--- config.mk ---
export PLATFORM = sky130hd
export DESIGN_NAME = dac_seq_ctrl_flat
export DESIGN_NICKNAME = d
export VERILOG_FILES = /design/src/rtl/dac_seq_ctrl_if.sv /design/src/rtl/dac_seq_ctrl.sv /design/src/flat_wrapper.sv
export SDC_FILE = /design/constraint.sdc
export NUM_CORES = 1
export LEC_CHECK = 0
export CAP_MARGIN = 20
export CORE_MARGIN = 2
export CORE_UTILIZATION = 60
export CTS_BUF_LIST = sky130_fd_sc_hd__clkbuf_8
export CTS_CLUSTER_DIAMETER = 150
export DETAILED_ROUTE_END_ITERATION = 8
export PLACE_DENSITY = 0.95
export SLEW_MARGIN = 20
export SYNTH_ARGS = -nofsm -noshare
export SYNTH_HDL_FRONTEND = slang
export SYNTH_SLANG_ARGS = --single-unit
export TNS_END_PERCENT = 30
--- constraint.sdc ---
create_clock -name clk -period 5 [get_ports clk]
set_input_delay 1 -clock clk [delete_from_list [all_inputs] [get_ports clk]]
set_output_delay 1 -clock clk [all_outputs]
set_load 0.02 [all_outputs]
--- src/rtl/dac_seq_ctrl_if.sv ---
// Sequencer-side bus of the DAC update sequencer: sample words and control in,
// status and DAC pin drive out. The sequencer takes the slave view.
interface dac_seq_ctrl_if #(
  parameter int NCH    = 4,
  parameter int DATA_W = 12
);
  logic [NCH*DATA_W-1:0] data_flat;
  logic [NCH-1:0]        ch_mask;
  logic                  sync_mode;
  logic                  start;
  logic                  busy;
  logic                  done;
  logic                  spi_sck;
  logic                  spi_mosi;
  logic                  dac_cs;
  logic                  dac_clr;

  modport master (
    output data_flat, ch_mask, sync_mode, start,
    input  busy, done, spi_sck, spi_mosi, dac_cs, dac_clr
  );

  modport slave (
    input  data_flat, ch_mask, sync_mode, start,
    output busy, done, spi_sck, spi_mosi, dac_cs, dac_clr
  );
endinterface

--- src/rtl/dac_seq_ctrl.sv ---
// Multi-channel DAC update sequencer with a built-in 32-bit SPI (mode 0)
// serializer. One start snapshots all channel words and sends one frame per
// masked channel in ascending order. Sync mode defers the DAC update to the
// last frame. SPI/status outputs come straight from flops; they lag the FSM
// state by one cycle.
module dac_seq_ctrl #(
  parameter int NCH     = 4,
  parameter int DATA_W  = 12,
  parameter int CLK_DIV = 2,
  parameter int CLR_CYC = 16
) (
  input  logic           clk,
  input  logic           rst,
  dac_seq_ctrl_if.slave  bus
);

  localparam int DW = (CLK_DIV > 1) ? $clog2(CLK_DIV) : 1;
  localparam int CW = $clog2(CLR_CYC + 1);
  localparam logic [DW-1:0] DIV_LAST = DW'(CLK_DIV - 1);
  localparam logic [CW-1:0] CLR_LAST = CW'(CLR_CYC - 1);

  typedef enum logic [2:0] {
    S_INIT, S_IDLE, S_LOAD, S_SHIFT, S_HOLD, S_GAP, S_DONE
  } state_e;

  state_e                state_q, state_d;
  logic [CW-1:0]         clr_cnt_q;
  logic [DW-1:0]         div_q;
  logic                  phase_q;     // 0 = SCK low half, 1 = SCK high half
  logic [4:0]            bit_q;
  logic [NCH*DATA_W-1:0] data_q;
  logic [NCH-1:0]        pend_q;
  logic                  sync_q;
  logic [31:0]           frame_q;

  logic sck_q, sck_d, mosi_q, mosi_d, cs_q, cs_d;
  logic clr_q, clr_d, busy_q, busy_d, done_q, done_d;

  logic              div_end;
  logic [3:0]        sel_ch;
  logic [DATA_W-1:0] sel_dat;
  logic [NCH-1:0]    sel_oh;
  logic              last_frame;
  logic [3:0]        cmd;
  logic [15:0]       word16;
  logic [31:0]       frame_nxt;

  assign div_end = (div_q == DIV_LAST);

  // Pick the lowest pending channel and build its frame word.
  always_comb begin
    sel_ch  = '0;
    sel_dat = '0;
    sel_oh  = '0;
    for (int i = NCH - 1; i >= 0; i--) begin
      if (pend_q[i]) begin
        sel_ch     = 4'(i);
        sel_dat    = data_q[i*DATA_W +: DATA_W];
        sel_oh     = '0;
        sel_oh[i]  = 1'b1;
      end
    end
    last_frame = ((pend_q & ~sel_oh) == '0);
    // Sync mode: write-only frames, final frame writes and updates all outputs.
    cmd        = sync_q ? (last_frame ? 4'b0010 : 4'b0000) : 4'b0011;
    word16     = 16'(sel_dat) << (16 - DATA_W);
    frame_nxt  = {8'h00, cmd, sel_ch, word16};
  end

  // State register.
  always_ff @(posedge clk or posedge rst) begin
    if (rst) state_q <= S_INIT;
    else     state_q <= state_d;
  end

  // Next-state logic.
  always_comb begin
    state_d = state_q;
    case (state_q)
      S_INIT:  if (clr_cnt_q == CLR_LAST) state_d = S_IDLE;
      S_IDLE:  if (bus.start) state_d = S_LOAD;
      S_LOAD:  state_d = (pend_q == '0) ? S_DONE : S_SHIFT;
      S_SHIFT: if (div_end && phase_q && bit_q == 5'd0) state_d = S_HOLD;
      S_HOLD:  if (div_end) state_d = S_GAP;
      // Going straight to DONE after the last gap saves the idle LOAD cycle.
      S_GAP:   if (div_end) state_d = (pend_q == '0) ? S_DONE : S_LOAD;
      S_DONE:  state_d = S_IDLE;
      default: state_d = S_INIT;
    endcase
  end

  // Counters, input snapshot and frame shift bookkeeping.
  always_ff @(posedge clk or posedge rst) begin
    if (rst) begin
      clr_cnt_q <= '0;
      div_q     <= '0;
      phase_q   <= 1'b0;
      bit_q     <= 5'd31;
      data_q    <= '0;
      pend_q    <= '0;
      sync_q    <= 1'b0;
      frame_q   <= '0;
    end else begin
      if (state_q == S_INIT) clr_cnt_q <= clr_cnt_q + 1'b1;

      if (state_q == S_SHIFT || state_q == S_HOLD || state_q == S_GAP)
        div_q <= div_end ? '0 : div_q + 1'b1;
      else
        div_q <= '0;

      if (state_q == S_SHIFT) begin
        if (div_end) begin
          phase_q <= ~phase_q;
          if (phase_q && bit_q != 5'd0) bit_q <= bit_q - 5'd1;
        end
      end else begin
        phase_q <= 1'b0;
      end

      if (state_q == S_LOAD) bit_q <= 5'd31;

      if (state_q == S_IDLE && bus.start) begin
        data_q <= bus.data_flat;
        pend_q <= bus.ch_mask;
        sync_q <= bus.sync_mode;
      end

      if (state_q == S_LOAD && pend_q != '0) begin
        pend_q  <= pend_q & ~sel_oh;
        frame_q <= frame_nxt;
      end
    end
  end

  // Output next values. busy/dac_clr follow the next state so they move on
  // the accepting / INIT-exit edge; the SPI pins follow the current state.
  always_comb begin
    sck_d  = (state_q == S_SHIFT) && phase_q;
    cs_d   = !(state_q == S_SHIFT || state_q == S_HOLD);
    mosi_d = (state_q == S_SHIFT || state_q == S_HOLD) ? frame_q[bit_q] : 1'b0;
    done_d = (state_q == S_DONE);
    busy_d = (state_d != S_IDLE);
    clr_d  = (state_d != S_INIT);
  end

  // Output registers; reset forces the pins safe immediately.
  always_ff @(posedge clk or posedge rst) begin
    if (rst) begin
      sck_q  <= 1'b0;
      mosi_q <= 1'b0;
      cs_q   <= 1'b1;
      clr_q  <= 1'b0;
      busy_q <= 1'b1;
      done_q <= 1'b0;
    end else begin
      sck_q  <= sck_d;
      mosi_q <= mosi_d;
      cs_q   <= cs_d;
      clr_q  <= clr_d;
      busy_q <= busy_d;
      done_q <= done_d;
    end
  end

  assign bus.spi_sck  = sck_q;
  assign bus.spi_mosi = mosi_q;
  assign bus.dac_cs   = cs_q;
  assign bus.dac_clr  = clr_q;
  assign bus.busy     = busy_q;
  assign bus.done     = done_q;

endmodule

--- src/flat_wrapper.sv ---
// flat-port wrapper written by rule: the top's interface ports become plain ports
module dac_seq_ctrl_flat 
#(
  parameter int NCH     = 4,
  parameter int DATA_W  = 12,
  parameter int CLK_DIV = 2,
  parameter int CLR_CYC = 16
)
  (clk, rst, bus_data_flat, bus_ch_mask, bus_sync_mode, bus_start, bus_busy, bus_done, bus_spi_sck, bus_spi_mosi, bus_dac_cs, bus_dac_clr);
  dac_seq_ctrl_if #(.NCH(NCH), .DATA_W(DATA_W)) bus_i ();
  input  logic clk;
  input  logic rst;
  input wire logic [$bits(bus_i.data_flat)-1:0] bus_data_flat;
  input wire logic [$bits(bus_i.ch_mask)-1:0] bus_ch_mask;
  input wire logic [$bits(bus_i.sync_mode)-1:0] bus_sync_mode;
  input wire logic [$bits(bus_i.start)-1:0] bus_start;
  output wire logic [$bits(bus_i.busy)-1:0] bus_busy;
  output wire logic [$bits(bus_i.done)-1:0] bus_done;
  output wire logic [$bits(bus_i.spi_sck)-1:0] bus_spi_sck;
  output wire logic [$bits(bus_i.spi_mosi)-1:0] bus_spi_mosi;
  output wire logic [$bits(bus_i.dac_cs)-1:0] bus_dac_cs;
  output wire logic [$bits(bus_i.dac_clr)-1:0] bus_dac_clr;
  assign bus_i.data_flat = bus_data_flat;
  assign bus_i.ch_mask = bus_ch_mask;
  assign bus_i.sync_mode = bus_sync_mode;
  assign bus_i.start = bus_start;
  assign bus_busy = bus_i.busy;
  assign bus_done = bus_i.done;
  assign bus_spi_sck = bus_i.spi_sck;
  assign bus_spi_mosi = bus_i.spi_mosi;
  assign bus_dac_cs = bus_i.dac_cs;
  assign bus_dac_clr = bus_i.dac_clr;
  dac_seq_ctrl #(.NCH(NCH), .DATA_W(DATA_W), .CLK_DIV(CLK_DIV), .CLR_CYC(CLR_CYC)) u_core (.clk(clk), .rst(rst), .bus(bus_i));
endmodule
# == After elaboration in Yosys (flattened, before gate mapping) ==
# Cells that the tools add are included.
# word_totals
regBits,94
in_bits,56
out_inout_bits,6
elab_cells,87
# op_classes
addsub,3
order_cmp,1
eq_ne,9
n_mux,35
n_bitwise,3
reduce_logical,21
# op_table
op,n
$mux 12,4
$mux 4,10
$mux 3,7
$pmux 3 s7,1
$mux 5,4
$eq 3x3->1 const B,3
$logic_not 4->1,2
$reduce_bool 2->1,4
$eq 3x2->1 const B,2
$logic_and 1x1->1,6
$lt 5x6->1 const B,1
$mux 1,6
$add 5x1->5 const B,1
$bmux 1 s5,1
$eq 5x4->1 const B,1
$logic_not 5->1,1
$reduce_bool 5->1,1
$sub 5x1->5 const B,1
$and 4x4->4,1
$mux 2,2
$not 4->4,1
$reduce_bool 4->1,1
$eq 3x1->1 const B,1
$logic_not 3->1,1
other kinds (8),9

# == Longest topological paths before layout ==
# Gate-level depths: netlist of the first run.
# logic_depth
depth_word,9
mapped_depth,7
mapped_depth_nobuf,6

# == Worst setup path after synthesis of the first run ==
# No wires, ideal clock.
# synth_path
path_kind,register to register
startpoint,register u_core.bit_q[0]
endpoint,"register u_core.clr_q, in the netlist u_core.bus.dac_clr"
setup_ns,0.138
arrival_time_ns,2.403
t_required_ns,4.862
slack_ns,2.458
stages_incl_launch_ff,8
path_buffers,1
period_less_slack_ns,2.542
path_cell_list,dfstp_2 > clkbuf_1 > inv_1 > ha_1 > nor4b_1 > a31oi_1 > mux4_2 > or4b_1
# synth_via
elab_chain_cells,5
# synth_rtl
element,line_no,rtl
"start, declared",dac_seq_ctrl.sv:30,logic [4:0] bit_q;
"start signal, assigned",dac_seq_ctrl.sv:114,if (phase_q && bit_q != 5'd0) bit_q <= bit_q - 5'd1;
$logic_not 5->1,dac_seq_ctrl.sv:83,S_SHIFT: if (div_end && phase_q && bit_q == 5'd0) state_d = S_HOLD;
$logic_and 1x1->1,dac_seq_ctrl.sv:83,
$mux 3,dac_seq_ctrl.sv:83,
$pmux 3 s7,dac_seq_ctrl.sv:79,case (state_q)
via u_core.state_d[0],dac_seq_ctrl.sv:26,"state_e state_q, state_d;"
$reduce_bool 3->1,dac_seq_ctrl.sv:143,clr_d = (state_d != S_INIT);
via u_core.clr_d,dac_seq_ctrl.sv:37,"logic clr_q, clr_d, busy_q, busy_d, done_q, done_d;"
"end signal, assigned",dac_seq_ctrl.sv:159,clr_q <= clr_d;
"end, declared",dac_seq_ctrl.sv:37,
# The timed path passes the listed nets, and every way through them passes these cells.
# A chain may end at the register's enable or synchronous reset.

# == Worst setup path in the final report of the first run ==
# layout_path
startpoint,register u_core.pend_q[0]
endpoint,"register u_core.clr_q, in the netlist u_core.bus.dac_clr"
# layout_via
word_cells_on_any_way,6
cone_classes,mux (4); reduce/logical (2)
# layout_rtl
element,line_no,rtl
"start, declared",dac_seq_ctrl.sv:32,logic [NCH-1:0] pend_q;
"start signal, assigned",dac_seq_ctrl.sv:124,pend_q <= bus.ch_mask;
"start signal, assigned",dac_seq_ctrl.sv:129,pend_q <= pend_q & ~sel_oh;
$logic_not 4->1,dac_seq_ctrl.sv:82,S_LOAD: state_d = (pend_q == '0) ? S_DONE : S_SHIFT;
$mux 3,dac_seq_ctrl.sv:82,
$pmux 3 s7,dac_seq_ctrl.sv:79,
via u_core.state_d[0],dac_seq_ctrl.sv:26,
$reduce_bool 3->1,dac_seq_ctrl.sv:143,
via u_core.clr_d,dac_seq_ctrl.sv:37,
# The timed path passes the listed nets, and every way through them passes these cells.

==> results of run 1 <==
-- power by group through the flow --
stage | Combinational, uW | Clock, uW | Sequential [uW]
floorplan | 843 | 0 | 1190
global placement | 934 | 0 | 1300
detailed placement | 995 | 0 | 1330
CTS | 1010 | 495 | 1310
global route | 1120 | 525 | 1360
finish | 1010 | 487 | 1320
-- layer usage --
| layer | up-vias | part of all wire [%] |
|---|---|---|
| met4 | 0 | 2.8 |
| li1 | 1364 | - |
| met5 | - | 0 |
| met2 | 110 | 54 |
| met3 | 23 | 4.4 |
| met1 | 1469 | 39 |
-- flip-flops by register name, indices dropped and copies added (netlist names), 3 cells and up --
register and cells:
u_core.state_q 3, u_core.data_q 48, u_core.frame_q 16, u_core.pend_q 4, u_core.clr_cnt_q 5, u_core.bit_q 5
-- Yosys cell counts, types with 2 or more instances --
library cell / instances / area share (%)
sky130_fd_sc_hd__a21oi_1: 32 / 3.9
sky130_fd_sc_hd__a221oi_1: 12 / 2.6
sky130_fd_sc_hd__a22o_1: 3 / 0.65
sky130_fd_sc_hd__a31oi_1: 4 / 0.62
sky130_fd_sc_hd__and3_1: 2 / 0.31
sky130_fd_sc_hd__buf_2: 2 / 0.25
sky130_fd_sc_hd__clkbuf_1: 23 / 2.1
sky130_fd_sc_hd__dfrtp_1: 83 / 51
sky130_fd_sc_hd__dfstp_2: 7 / 4.5
sky130_fd_sc_hd__ha_1: 4 / 1.2
sky130_fd_sc_hd__inv_1: 23 / 2.1
sky130_fd_sc_hd__mux2_2: 39 / 11
sky130_fd_sc_hd__mux2i_1: 2 / 0.49
sky130_fd_sc_hd__mux4_2: 5 / 2.8
sky130_fd_sc_hd__nand2_1: 35 / 3.2
sky130_fd_sc_hd__nand2b_1: 3 / 0.46
sky130_fd_sc_hd__nand3_1: 2 / 0.25
sky130_fd_sc_hd__nand3b_1: 2 / 0.37
sky130_fd_sc_hd__nand4_1: 2 / 0.31
sky130_fd_sc_hd__nor2_1: 10 / 0.92
sky130_fd_sc_hd__o21ai_0: 20 / 2.5
sky130_fd_sc_hd__o31ai_1: 12 / 2.2
sky130_fd_sc_hd__or2_2: 2 / 0.31
sky130_fd_sc_hd__or3_1: 3 / 0.46
sky130_fd_sc_hd__xnor2_1: 4 / 0.86
-- per-stage QoR --
step	cell area [um2]	setup WS [ps]	utilization, %	hold slack [ps]	power, uW
2_1_floorplan	4060	1680	-	438	2040
3_3_place_gp	4690	2100	72.6	456	2240
3_5_place_dp	4690	2060	72.6	460	2320
4_1_cts	4880	2050	75.6	476	2820
5_1_grt	4920	2060	76.1	489	3000
6_report	4920	2160	76.1	472	2820
-- worst register-to-register path, delay by kind of cell, from the launching register on --
kind	cells	cell delay, ps
DFF	1	730
muxes	1	500
and+or+nand+nor	3	1490
-- cells by family (layout without fill, tap and decap cells) --
kind of cell,after synthesis,count (layout)
compound gates,92,92
xor+xnor,5,5
fa+ha+maj,5,5
buf+inv,50,103
flops,90,90
mux,46,46
simple gates,71,71
-- final timing paths --
path | cells after the start | endpoint | start
max | 4 | u_core.bus.dac_clr | u_core.pend_q[0]
min | 1 | u_core.clr_cnt_q[3] | u_core.clr_cnt_q[3]
max reg2reg | 4 | u_core.bus.dac_clr | u_core.pend_q[0]
min reg2reg | 1 | u_core.clr_cnt_q[3] | u_core.clr_cnt_q[3]
max in group asynchronous | 3 | u_core.bit_q[2] | rst
min in group asynchronous | 2 | u_core.data_q[9] | rst
-- cells in the final DEF (no fill, tap or decap), types with 4 or more instances in the layout --
master and instances:
sky130_fd_sc_hd__a21oi_1 32, sky130_fd_sc_hd__a221oi_1 12, sky130_fd_sc_hd__a31oi_1 4, sky130_fd_sc_hd__clkbuf_8 9, sky130_fd_sc_hd__clkdlybuf4s50_1 61, sky130_fd_sc_hd__clkinvlp_4 4, sky130_fd_sc_hd__dfrtp_1 83, sky130_fd_sc_hd__dfstp_2 7
sky130_fd_sc_hd__ha_1 4, sky130_fd_sc_hd__inv_1 22, sky130_fd_sc_hd__mux2_2 39, sky130_fd_sc_hd__mux4_2 5, sky130_fd_sc_hd__nand2_1 35, sky130_fd_sc_hd__nor2_1 10, sky130_fd_sc_hd__o21ai_0 20, sky130_fd_sc_hd__o31ai_1 12
sky130_fd_sc_hd__xnor2_1 4
-- final cells by class --
cell class | instances | area share [%]
clock buffers | 9 | 2.52
clock inverters | 7 | 1.43
inverters | 23 | 1.78
multi-input cells | 219 | 33.0
flip-flops and latches | 90 | 46.0
well taps | 77 | 1.96
repair buffers | 64 | 13.3
==> run_results.csv, run 1 <==
group,metric,value,unit
power_and_ir_drop,cellLeakagePower,0.00209,uW
setup_path,timing.critical_path.cells,"or4_1, or2_0, mux4_2, or4b_1",
power_and_ir_drop,switching_share,36.5,%
synth,synth.area.mux_share,14.1,%
floorplan,core_area,6460,um2
synth,synth_cells,359,
route,dr_total_vias,2966,
setup_path,cp_arrival,3080,ps
route,antenna_left,0,
route,drt-wirelength-per-cell,17.7,um
cts,cts_made_buffers,9,
sta,worst_pin_slew,1010,ps
setup_path,cp_num_buf_inv,0,
synth,post_synth_fa_ha_maj_area_fraction,1.48,%
cts,cts_num_sinks,90,
floorplan,die_area,7450,um2
setup_path,crit_slowest_cell,"sky130_fd_sc_hd__or4_1",
cells_and_area,layout.filler_cells,415,
grt,grt_start_max_net_pins,70,
power_and_ir_drop,net-switching-power,1030,uW
setup_path,slowest_delay,740,ps
cts,cts.path.max_buffers,2,
grt,global_route_usage_sum,24.9,%
power_and_ir_drop,vdd_drop_max,0.000315,V
synth,synthesis.area_per_instance,11.3,um2
cts,cts.repair_timing.setup_buffer_count,0,
synth,synth.yosys.seq_area_share,55.7,%
sta,rsz0062_at_grt,"no",
cells_and_area,fin_nets,467,
place,dp_cells,472,
cts,cts_hold_buffers,0,
place,gp_congestion,0.840,
power_and_ir_drop,sequentialPowerShare,46.9,%
route,dr.pass1.iters,5,
cells_and_area,stdcell_count,489,
cells_and_area,drive_above_1_share,18.7,%
setup_path,setup.worst_path.start_class,"flip-flop",
power_and_ir_drop,cell_internal_pwr,1790,uW
cts,clock_latency,360,ps
floorplan,io_pins,62,
place,io_buffer_count,61,
sta,max_freq,0.352,GHz
cts,worst_setup_hold_path_clk_slew,90,ps
synth,netlist_area,4060,um2
grt,groute.layer.met2.usage,43.4,%
outcome,status,"completed",
grt,use_met1,29.9,%
setup_path,crit_end_element,"flip-flop",
place,hpwl,5860,um
cts,cts.root.buffer_cell,"sky130_fd_sc_hd__clkbuf_8",
power_and_ir_drop,power_frac_comb,35.8,%
sta,layout_worst_path_cycle_share,56.9,%
flow_run,maxCapViolCount,0,
grt,antenna_found_initial,0,
synth,netlist-cell-type-count,48,
cts,tritoncts,"built",
sta,setup_tns,0,ps
route,finalWirelength,8640,um
setup_path,ff2ff_setup_slack,2160,ps
cts,htreeDepth,3,
grt,use_met3,3.81,%
route,vias_per_cell,6.07,
synth,synth_top_family_by_area,"compound AO/OA/AOI/OAI gates",
route,drcViolationCount,0,
route,detail_route.iter0.violations,276,
power_and_ir_drop,p_clk_share,17.3,%
grt,grt_first_pass_wirelength,14300,um
min_path,worst_min_delay_path_class,"reg -> reg",
cts,cts_resized,0,
floorplan,core.rowCount,29,
sta,slew_headroom,32.6,%
grt,globalRoute.totalOverflow,0,
cells_and_area,ff_latch_area,2260,um2
grt,globalRoute.busiestLayer,"met2",
synth,ys_dominant_reg_cell,"sky130_fd_sc_hd__dfrtp_1",
synth,number_of_warnings_printed_during_yosys_synthesis,0,
setup_path,worstSetupPathType,"reg -> reg",
cells_and_area,multi_input_area,1620,um2
sta,hold_violations,0,
sta,worst_clock_skew,6.85,ps
cells_and_area,antenna-diode-count,0,
setup_path,worstPathRequired,5230,ps
power_and_ir_drop,pwr_density_cell,574,nW/um2
synth,flip_flop_and_latch_count_after_synthesis,90,
synth,synth_simple_gate_area_share,8.50,%
floorplan,die_w,86.3,um
synth,synth-edff-count,0,
floorplan,initial_core_util,62.9,%
synth,post_synthesis_net_count,419,
setup_path,timing.critical_path.fanout_max,31,
floorplan,floorplan.die.height,86.3,um
sta,finalWorstPathRequiredPeriod,2840,ps
cells_and_area,synthesis_to_layout_area_growth,21.0,%
setup_path,critical_path.top_delay_family,"simple AND/OR/NAND/NOR gates",
sta,final-max-slew-violation-count,0,
synth,synth_compound_gate_area_share,14.4,%
synth,post_synth_xor_area_fraction,1.08,%
grt,number_of_global_route_vias_before_repair,3103,
sta,setup_viol,0,
synth,synth-async-reset-ratio,100,%
Note: power is estimated with default switching activity, not from simulation.
==> inputs of run 2 (changes only) <==
--- a/config.mk
+++ b/config.mk
@@ -7,11 +7,11 @@
 export LEC_CHECK = 0
 export CAP_MARGIN = 20
 export CORE_MARGIN = 2
-export CORE_UTILIZATION = 60
+export CORE_UTILIZATION = 56
 export CTS_BUF_LIST = sky130_fd_sc_hd__clkbuf_8
 export CTS_CLUSTER_DIAMETER = 150
 export DETAILED_ROUTE_END_ITERATION = 8
-export PLACE_DENSITY = 0.95
+export PLACE_DENSITY = 0.91
 export SLEW_MARGIN = 20
 export SYNTH_ARGS = -nofsm -noshare
 export SYNTH_HDL_FRONTEND = slang
==> constraint.sdc (replaced) <==
create_clock -name clk -period 2.9 [get_ports clk]
set_input_delay 0.58 -clock clk [delete_from_list [all_inputs] [get_ports clk]]
set_output_delay 0.58 -clock clk [all_outputs]
set_load 0.02 [all_outputs]
==> run 2 against run 1 <==
Net effect: highest routed layer unchanged; die area is 6.8% higher; worst hold slack better by 12 ps; non-clock buffer count is 3 higher; clock skew hardly changed; sequential power is 65% higher; flip-flop and latch count stayed put; routed wire length is 1.7% lower; fmax is 9.5% higher; largest cell class unchanged; final area is 1.2% higher; core utilization is 6.4 points lower.
==> run_results.csv, run 2 (synthesized netlist as in run 1, its figures left out) <==
group,metric,value,unit
cells_and_area,antenna-diode-count,0,
cells_and_area,ff_latch_area,2260,um2
setup_path,worstSetupPathType,"reg -> reg",
sta,worst_clock_skew,6.89,ps
cts,cts.root.buffer_cell,"sky130_fd_sc_hd__clkbuf_8",
cts,worst_setup_hold_path_clk_slew,90,ps
flow_run,maxCapViolCount,0,
grt,grt_first_pass_wirelength,14100,um
cells_and_area,drive_above_1_share,19.0,%
sta,setup_viol,0,
grt,global_route_usage_sum,23.6,%
setup_path,setup.worst_path.start_class,"flip-flop",
power_and_ir_drop,cellLeakagePower,0.00211,uW
floorplan,io_pins,62,
sta,hold-worst-slack,484,ps
cells_and_area,top_registers,"u_core.data_q (48), u_core.frame_q (16)",
cts,htreeDepth,3,
cts,tritoncts,"built",
route,drt-wirelength-per-cell,16.5,um
route,finalWirelength,8500,um
floorplan,core_area,7140,um2
cts,cts.path.max_buffers,2,
min_path,worst_min_delay_path_class,"reg -> reg",
route,dr_total_vias,3009,
power_and_ir_drop,vdd_drop_max,0.000555,V
setup_path,slowest_delay,570,ps
setup_path,cp_num_buf_inv,1,
route,vias_per_cell,5.85,
place,hpwl,6020,um
grt,grt_start_max_net_pins,72,
floorplan,die_area,7950,um2
sta,finalWorstPathRequiredPeriod,2600,ps
sta,worst_pin_slew,929,ps
sta,slew_headroom,37.9,%
cts,cts_resized,0,
floorplan,floorplan.die.height,89.2,um
setup_path,crit_slowest_cell,"sky130_fd_sc_hd__nor4b_1",
place,gp_congestion,0.806,
setup_path,crit_end_element,"flip-flop",
cts,clock_latency,370,ps
place,io_buffer_count,61,
place,pre_cts_ws,345,ps
cts,cts_made_buffers,9,
grt,use_met1,27.6,%
route,detail_route.iter0.violations,211,
sta,max_freq,0.385,GHz
sta,setup_tns,0,ps
grt,use_met3,4.62,%
sta,hold_violations,0,
sta,final-max-slew-violation-count,0,
route,dr.pass1.iters,4,
setup_path,critical_path.top_delay_family,"simple AND/OR/NAND/NOR gates",
grt,antenna_found_initial,0,
cells_and_area,commonest_non_fill_non_tap_cells_in_the_layout,"sky130_fd_sc_hd__dfrtp_1, sky130_fd_sc_hd__clkdlybuf4s50_1, sky130_fd_sc_hd__mux2_2",
cells_and_area,layout.cells.most_common,"sky130_fd_sc_hd__dfrtp_1",
cells_and_area,finalCoreUtilization,69.7,%
power_and_ir_drop,pwr_density_cell,988,nW/um2
cells_and_area,fin_nets,470,
setup_path,timing.critical_path.fanout_max,6,
sta,layout_worst_path_cycle_share,89.6,%
floorplan,initial_core_util,56.9,%
route,antenna_left,0,
setup_path,timing.critical_path.cells,"inv_1, ha_1, nor4b_1, a31oi_1, mux4_2, or4b_1",
cts,cts_hold_buffers,0,
cts,cts.repair_timing.setup_buffer_count,0,
floorplan,core.rowCount,31,
setup_path,worstPathRequired,3140,ps
grt,globalRoute.totalOverflow,0,
cells_and_area,largest_register_ffs,48,
outcome,status,"completed",
cells_and_area,largest-register,"u_core.data_q",
cells_and_area,multi_input_area,1620,um2
floorplan,die_w,89.2,um
grt,groute.layer.met2.usage,40.0,%
grt,number_of_global_route_vias_before_repair,3029,
sta,timing.final.ws_setup,303,ps
route,drcViolationCount,0,
sta,rsz0062_at_grt,"no",
setup_path,cp_arrival,2840,ps
cts,cts_num_sinks,90,
cells_and_area,layout.filler_cells,502,
cells_and_area,synthesis_to_layout_area_growth,22.4,%
grt,globalRoute.busiestLayer,"met2",
[run 2: area by class of cell]
class,instances,share of cell area [%]
Inverter,23,1.81
Clock buffer,9,2.49
Multi-Input combinational cell,219,32.6
Tap cell,99,2.49
Clock inverter,7,1.51
Timing Repair Buffer,67,13.7
Sequential cell,90,45.5
[run 2: metal layers]
metal  share of wire (%)  vias to the layer above
met4                 4.8                        0
met2                  52                       95
met5                   0                        -
met1                  39                     1496
met3                 4.8                       33
li1                    -                     1385
[run 2: worst reg2reg max path: stages (launching register included)]
cell,delay [ps]
sky130_fd_sc_hd__dfstp_2,430
sky130_fd_sc_hd__inv_1,130
sky130_fd_sc_hd__ha_1,150
sky130_fd_sc_hd__nor4b_1,570
sky130_fd_sc_hd__a31oi_1,160
sky130_fd_sc_hd__mux4_2,510
sky130_fd_sc_hd__or4b_1,520
[run 2: power by group]
group / total [uW] / internal [uW] / switching, uW
clock network: 859 / 402 / 457
registers: 2180 / 1820 / 366
logic: 1870 / 910 / 963
[run 2: path summary, 6_finish.rpt]
| kind | cells after the start | to | from | slack, ps |
|---|---|---|---|---|
| min reg2reg | 1 | u_core.clr_cnt_q[3] | u_core.clr_cnt_q[3] | 480 |
| max | 6 | u_core.bus.dac_clr | u_core.bit_q[0] | 300 |
| min in group asynchronous | 2 | u_core.state_q[2] | rst | 560 |
| min | 1 | u_core.clr_cnt_q[3] | u_core.clr_cnt_q[3] | 480 |
| max reg2reg | 6 | u_core.bus.dac_clr | u_core.bit_q[0] | 300 |
| max in group asynchronous | 3 | u_core.bit_q[1] | rst | 1620 |
[run 2: through the flow]
| stage | instance area [um2] | total power [uW] | instances |
|---|---|---|---|
| 2_1_floorplan | 4070 | 3510 | 359 |
| 3_3_place_gp | 4770 | 3930 | 498 |
| 3_5_place_dp | 4770 | 4070 | 498 |
| 4_1_cts | 4970 | 4940 | 514 |
| 5_1_grt | 4970 | 5230 | 514 |
| 6_report | 4970 | 4920 | 514 |
==> inputs of run 3 (changes only) <==
--- a/config.mk
+++ b/config.mk
@@ -9,11 +9,9 @@
 export CORE_MARGIN = 2
 export CORE_UTILIZATION = 56
 export CTS_BUF_LIST = sky130_fd_sc_hd__clkbuf_8
-export CTS_CLUSTER_DIAMETER = 150
 export DETAILED_ROUTE_END_ITERATION = 8
 export PLACE_DENSITY = 0.91
 export SLEW_MARGIN = 20
 export SYNTH_ARGS = -nofsm -noshare
 export SYNTH_HDL_FRONTEND = slang
 export SYNTH_SLANG_ARGS = --single-unit
-export TNS_END_PERCENT = 30
==> results of run 3 <==
The final DEF is identical to that of run 2; final timing and power are the same.
